### src/rtl/ram_mfc_responder_pkg.sv
`default_nettype none
// ============================================================================
// Module   : ram_mfc_responder_pkg
// Purpose  : Shared encodings for the MAR/MDR memory responder: access size,
//            transfer direction, FSM states and a big-endian lane picker.
// Revision : 1.0 - initial release
// ============================================================================
package ram_mfc_responder_pkg;

    localparam logic [1:0] WS_BYTE  = 2'b00;
    localparam logic [1:0] WS_HALF  = 2'b01;
    localparam logic [1:0] WS_WORD  = 2'b10;

    localparam logic       RW_READ  = 1'b1;
    localparam logic       RW_WRITE = 1'b0;

    typedef enum logic [1:0] {
        ST_IDLE = 2'd0,
        ST_WAIT = 2'd1,
        ST_DONE = 2'd2
    } state_t;

    // Byte at offset off within a big-endian word (offset 0 is the MSB byte).
    function automatic logic [7:0] laneByte(input logic [31:0] word, input logic [1:0] off);
        return word[{~off, 3'b000} +: 8];
    endfunction

endpackage : ram_mfc_responder_pkg
`default_nettype wire

### src/rtl/mem_lane_align.sv
`default_nettype none
// ============================================================================
// Module   : mem_lane_align
// Purpose  : Maps access size and address offset onto the four big-endian
//            byte lanes of a word; flags misaligned halfword/word accesses.
// Revision : 1.0 - initial release
// ============================================================================
module mem_lane_align
    import ram_mfc_responder_pkg::*;
(
    input  logic [1:0]  i_wordSel,
    input  logic [1:0]  i_addrLo,
    input  logic [31:0] i_dataIn,
    input  logic [31:0] i_rdLanes,
    output logic [3:0]  o_byteWe,
    output logic [31:0] o_wrLanes,
    output logic        o_misalign,
    output logic [31:0] o_rdData
);

    // o_byteWe[i] enables byte offset i, carried on o_wrLanes[31-8*i -: 8].
    always_comb begin
        o_byteWe   = 4'b0000;
        o_wrLanes  = i_dataIn;
        o_misalign = 1'b0;
        o_rdData   = 32'h0000_0000;
        case (i_wordSel)
            WS_BYTE: begin
                o_wrLanes = {4{i_dataIn[7:0]}};
                o_byteWe  = 4'b0001 << i_addrLo;
                o_rdData  = {24'h00_0000, laneByte(i_rdLanes, i_addrLo)};
            end
            WS_HALF: begin
                o_wrLanes  = {2{i_dataIn[15:0]}};
                o_misalign = i_addrLo[0];
                if (!i_addrLo[0]) begin
                    o_byteWe = i_addrLo[1] ? 4'b1100 : 4'b0011;
                    o_rdData = {16'h0000, i_addrLo[1] ? i_rdLanes[15:0] : i_rdLanes[31:16]};
                end
            end
            default: begin
                // Reserved encoding 2'b11 behaves as a word access.
                o_misalign = |i_addrLo;
                if (i_addrLo == 2'b00) begin
                    o_byteWe = 4'b1111;
                    o_rdData = i_rdLanes;
                end
            end
        endcase
    end

endmodule : mem_lane_align
`default_nettype wire

### src/rtl/ram_mfc_responder.sv
`default_nettype none
// ============================================================================
// Module   : ram_mfc_responder
// Purpose  : Byte-addressed big-endian RAM answering MAR/MDR requests with a
//            four-phase MOV/MFC handshake and programmable wait states.
// Revision : 1.0 - initial release
// ============================================================================
module ram_mfc_responder
    import ram_mfc_responder_pkg::*;
#(
    parameter int    ADDR_W      = 8,
    parameter int    WAIT_CYCLES = 2,
    parameter string INIT_FILE   = ""
) (
    input  logic              Clk,
    input  logic              Clr,
    input  logic              MOV,
    input  logic              RW,
    input  logic [ADDR_W-1:0] Addr,
    input  logic [31:0]       DataIn,
    input  logic [1:0]        WordSel,
    output logic [31:0]       DataOut,
    output logic              MFC,
    output logic              Busy,
    output logic              AlignErr
);

    localparam int             DEPTH    = 2 ** ADDR_W;
    localparam int             CNT_W    = (WAIT_CYCLES > 0) ? $clog2(WAIT_CYCLES + 1) : 1;
    localparam logic [CNT_W-1:0] CNT_LOAD = CNT_W'(WAIT_CYCLES);

    state_t            r_state;
    state_t            w_stateNext;
    logic              w_access;
    logic [CNT_W-1:0]  r_cnt;
    logic              r_rw;
    logic [ADDR_W-1:0] r_addr;
    logic [31:0]       r_data;
    logic [1:0]        r_ws;
    logic              r_mfc;
    logic              r_busy;
    logic              r_alignErr;
    logic [31:0]       r_dataOut;

    logic [7:0]        r_mem [DEPTH];
    logic [ADDR_W-1:0] w_laneAddr [4];
    logic [31:0]       w_rdLanes;
    logic [3:0]        w_byteWe;
    logic [31:0]       w_wrLanes;
    logic              w_misalign;
    logic [31:0]       w_rdData;

    initial for (int i = 0; i < DEPTH; i++) r_mem[i] = 8'h00;

    // The four bytes of the word containing the latched address, MSB first.
    for (genvar g = 0; g < 4; g++) begin : g_lane
        assign w_laneAddr[g]            = {r_addr[ADDR_W-1:2], 2'(g)};
        assign w_rdLanes[8*(3-g) +: 8]  = r_mem[w_laneAddr[g]];
    end

    mem_lane_align u_laneAlign (
        .i_wordSel  (r_ws),
        .i_addrLo   (r_addr[1:0]),
        .i_dataIn   (r_data),
        .i_rdLanes  (w_rdLanes),
        .o_byteWe   (w_byteWe),
        .o_wrLanes  (w_wrLanes),
        .o_misalign (w_misalign),
        .o_rdData   (w_rdData)
    );

    always_ff @(posedge Clk) begin
        if (Clr) r_state <= ST_IDLE;
        else     r_state <= w_stateNext;
    end

    always_comb begin
        w_stateNext = r_state;
        w_access    = 1'b0;
        case (r_state)
            ST_IDLE: if (MOV) w_stateNext = ST_WAIT;
            ST_WAIT: begin
                if (r_cnt == '0) begin
                    w_access    = 1'b1;
                    w_stateNext = ST_DONE;
                end
            end
            ST_DONE: if (!MOV) w_stateNext = ST_IDLE;
            default: w_stateNext = ST_IDLE;
        endcase
    end

    always_ff @(posedge Clk) begin
        if (Clr) begin
            r_cnt      <= '0;
            r_rw       <= RW_READ;
            r_addr     <= '0;
            r_data     <= 32'h0;
            r_ws       <= WS_BYTE;
            r_mfc      <= 1'b0;
            r_busy     <= 1'b0;
            r_alignErr <= 1'b0;
            r_dataOut  <= 32'h0;
        end else begin
            if (r_state == ST_IDLE && MOV) begin
                r_rw   <= RW;
                r_addr <= Addr;
                r_data <= DataIn;
                r_ws   <= WordSel;
                r_cnt  <= CNT_LOAD;
            end else if (r_state == ST_WAIT && r_cnt != '0) begin
                r_cnt  <= r_cnt - 1'b1;
            end
            if (w_access) begin
                r_alignErr <= w_misalign;
                if (w_misalign)            r_dataOut <= 32'h0;
                else if (r_rw == RW_READ)  r_dataOut <= w_rdData;
            end
            r_mfc  <= (w_stateNext == ST_DONE);
            r_busy <= (w_stateNext != ST_IDLE);
        end
    end

    // Storage survives reset; Clr only blocks a write that has not yet committed.
    always_ff @(posedge Clk) begin
        if (!Clr && w_access && r_rw == RW_WRITE) begin
            for (int i = 0; i < 4; i++) begin
                if (w_byteWe[i]) r_mem[w_laneAddr[i]] <= w_wrLanes[8*(3-i) +: 8];
            end
        end
    end

    assign DataOut  = r_dataOut;
    assign MFC      = r_mfc;
    assign Busy     = r_busy;
    assign AlignErr = r_alignErr;

endmodule : ram_mfc_responder
`default_nettype wire

### config.mk
export PLATFORM = sky130hd
export DESIGN_NAME = ram_mfc_responder
export DESIGN_NICKNAME = d
export VERILOG_FILES = /design/src/rtl/ram_mfc_responder_pkg.sv /design/src/rtl/mem_lane_align.sv /design/src/rtl/ram_mfc_responder.sv
export SDC_FILE = /design/constraint.sdc
export NUM_CORES = 2
export LEC_CHECK = 0
export BUFFER_PORTS_ARGS = -buffer_cell sky130_fd_sc_hd__clkbuf_2
export CORE_MARGIN = 10
export CORE_UTILIZATION = 45
export CTS_CLUSTER_SIZE = 30
export DETAILED_ROUTE_END_ITERATION = 10
export GPL_TIMING_DRIVEN = 0
export HOLD_SLACK_MARGIN = 0.08
export PLACE_DENSITY = 0.61
export SYNTH_ARGS = -nofsm -noshare
export SYNTH_HDL_FRONTEND = slang
export SYNTH_SLANG_ARGS = --single-unit
export TNS_END_PERCENT = 20
### constraint.sdc
create_clock -name Clk -period 4.2 [get_ports Clk]
set_input_delay 0.42 -clock Clk [delete_from_list [all_inputs] [get_ports Clk]]
set_output_delay 0.42 -clock Clk [all_outputs]
set_load 0.01 [all_outputs]
==> impl_metrics.ini <==
[run_status]
status = finished, violations left
violations = capacitance limit, slew limit, setup timing

[die]
fp-row-count = 158
fp.dieH_um = 453
io_pins = 81
die_width_um = 453
start_util = 0.453
core-area_um2 = 186000
die-area_um2 = 205000

[setup_path]
crit_type = register to register
arrival_ns = 5.40
start_kind = register
critPathBufInv = 3
critPathTopFamily = buffers and inverters
max_stage_delay_ns = 0.87
reg2reg_slack_ns = -0.38
crit_fanout = 10
slowest_stage = clkbuf_2
cp-end-kind = register
crit_path_cell_trace = clkbuf_1 -> clkbuf_2 -> clkbuf_2 -> nand3_1 -> a21oi_4 -> nand2_1 -> o21ai_1 -> a22o_1
critical_path_required_ns = 5.03
path_common_cell = clkbuf_2

[logic_synthesis]
yosys.area.top_type_share = 0.730
syn_nets = 4318
synth.most_common_cell = edfxtp_1
ys.flop_type = edfxtp_1
synth_area_um2 = 84200
synthArstFlopShare = 0
yosys-top-cells-area = edfxtp_1 73%, mux4_2 12%, mux2i_1 2.1%, dfxtp_1 2.1%, nand2_1 1.5%
synth_cell_types = 85
synth_seq_cells = 2136
syn_avg_cell_area_um2 = 19.7
synth_top_cell_by_area = edfxtp_1
ys_warn_count = 0
yosysSeqAreaShare = 0.751
synth_common_cells = 2048 x edfxtp_1, 454 x mux4_2, 334 x nand2_1
synth_edf_count = 2048
synthesis.instances = 4271

[clock_tree]
insertion_delay_ns = 0.91
cts_buffers = 216
cts_sinks = 2136
clock_path_buffers = 3
tritoncts = built
cts_root_buffer = clkbuf_16
cts_max_level = 4
clk_pin_slew_worst_paths_ns = 0.06

[global_routing]
track_usage = 0.354
grt_overflow_total = 0
grt_start_max_net_pins = 65
grt_pass1_vias = 47400
antenna_found_initial = 33
grt_pass1_wl_um = 471000

[power_and_ir_drop]
p_leak_nw = 29.6
powerDensity_nw_per_um2 = 494
seqPwrFrac = 0.498
power.switching_w = 0.0125
vdd_drop_max_mv = 0.353
intPower_w = 0.0352
pwr-share-clk = 0.394
combPwrFrac = 0.108
switching_share = 0.262

[sta]
clock_skew_ns = 0.0470
final_max_slew_viol_count = 19
fmax_mhz = 219
setup_viol = 742
tightest_slew_ns = 1.61
rsz0062_at_grt = true
tns_ns = -42.58
finalHoldViolCount = 0
worst_slack_ns = -0.376
slew_headroom = -0.0785
fin_crit_sh = 1.09
min_period_ns = 4.58

[placement]
placed_area_um2 = 88600
gp_congestion = 1.09
pre_cts_ws_ns = -1.92
dp.cells = 6869
hpwlAfterDp_um = 243000
io_buffers = 80

[route]
wl_um = 369000
initialDrtViolationCount = 9855
detail-route-antenna-nets = 0
wl_per_cell_um = 50.3
drc = 0
num_vias = 51100
drtPass1Iterations = 7
viasPerCell = 6.97

[cells_and_area]
final_cells = 7337
final_util = 0.520
fin_area_um2 = 96600
drive_gt1_frac = 0.272
area_delta_synth_final_pct = 14.8
nNetsFinal = 4697

[hold_path]
min_from = Clr
hp-class = primary input to register

[flow_run]
drv_cap = 2
stage by stage:
step / hold slack [ns] / power, W
5_1_grt: 0.260 / 0.0483
6_report: 0.270 / 0.0477
2_1_floorplan: 0.433 / 0.0263
3_5_place_dp: 0.449 / 0.0290
4_1_cts: 0.247 / 0.0473
3_3_place_gp: 0.449 / 0.0288
timing repair:
action / in CTS / in global routing
endpoints found under the hold margin: 54 / 0
pin swaps: 1 / 0
resized for setup: 166 / 106
setup buffers: 2 / 0
hold buffers: 44 / 0
endpoints found under the setup margin: 590 / 1378
cloned: 0 / 0
sequential cells by signal (all words and copies together), names as in the netlist, named ones only:
signal and flops:
Busy 1, r_state 2, r_ws 2, r_addr 8
r_mem 2048, r_data 32, DataOut 32, MFC 1
r_rw 1, AlignErr 1, r_cnt 2
worst paths after layout:
path	endpoint	depth (start not counted)
worst max-delay path	DataOut[13]	8
worst min-delay path	r_state[0]	3
worst max register to register	DataOut[13]	8
worst min register to register	DataOut[31]	2
layout by cell type, fill, tap and decap left out, types with 11 or more instances in the layout:
cell type	instances
a211oi_1	16
a21oi_1	87
a22oi_1	55
a31oi_1	11
a32oi_1	18
and2_1	14
buf_12	32
buf_2	20
buf_4	47
buf_6	65
buf_8	13
clkbuf_1	118
clkbuf_16	221
clkbuf_2	106
clkbuf_4	14
clkinv_1	51
clkinv_2	38
dfxtp_1	80
diode_2	27
dlygate4sd3_1	44
edfxtp_1	2048
mux2_2	30
mux2i_1	173
mux4_1	37
mux4_2	454
nand2_1	324
nand3_1	34
nor2_1	170
nor2_2	154
nor2b_1	16
nor3_1	16
o21ai_0	25
o221ai_1	22
o22ai_1	25
power by group through the flow:
stage	combinational, W	sequential, W	clock, W
global route	0.00502	0.0237	0.0195
CTS	0.00487	0.0238	0.0187
floorplan	0.00208	0.0242	0
finish	0.00516	0.0238	0.0188
detailed placement	0.00476	0.0242	0
global placement	0.00448	0.0243	0
metal layers:
layer	wire [um]	vias to the layer above	GRT usage
met3	52500	1256	0.159
li1	-	18200	-
met4	37000	17	0.281
met5	556	-	0.0135
met2	154000	4798	0.488
met1	125000	26800	0.429
kinds of logic (layout without fill, tap and decap cells):
| kind of cell | Yosys count | in the layout | synth area share |
|---|---|---|---|
| AO/OA/AOI/OAI | 359 | 359 | 0.0294 |
| XOR/XNOR | 2 | 2 | 0.000208 |
| adder cells (fa/ha/maj) | 1 | 1 | 0.000149 |
| buffers and inverters | 267 | 826 | 0.0205 |
| flip-flops | 2136 | 2136 | 0.751 |
| multiplexers | 699 | 699 | 0.158 |
| other | 0 | 27 | 0 |
| AND/OR/NAND/NOR | 807 | 807 | 0.0403 |
worst min-delay path, delay by kind of cell:
family / cells / cell delay (ns)
buffers and inverters: 2 / 0.54
AO/OA/AOI/OAI: 1 / 0.12
layout make-up:
class	count	area, um^2
Inverter	9	37.5
Antenna cell	27	67.6
Multi-Input combinational cell	1868	19900
Sequential cell	2136	63300
Buffer	255	1980
Clock inverter	113	920
Fill cell	14800	89200
Timing Repair Buffer	164	1580
Tap cell	2480	3100
Clock buffer	285	5830
Note: power is estimated with default switching activity, not from simulation.
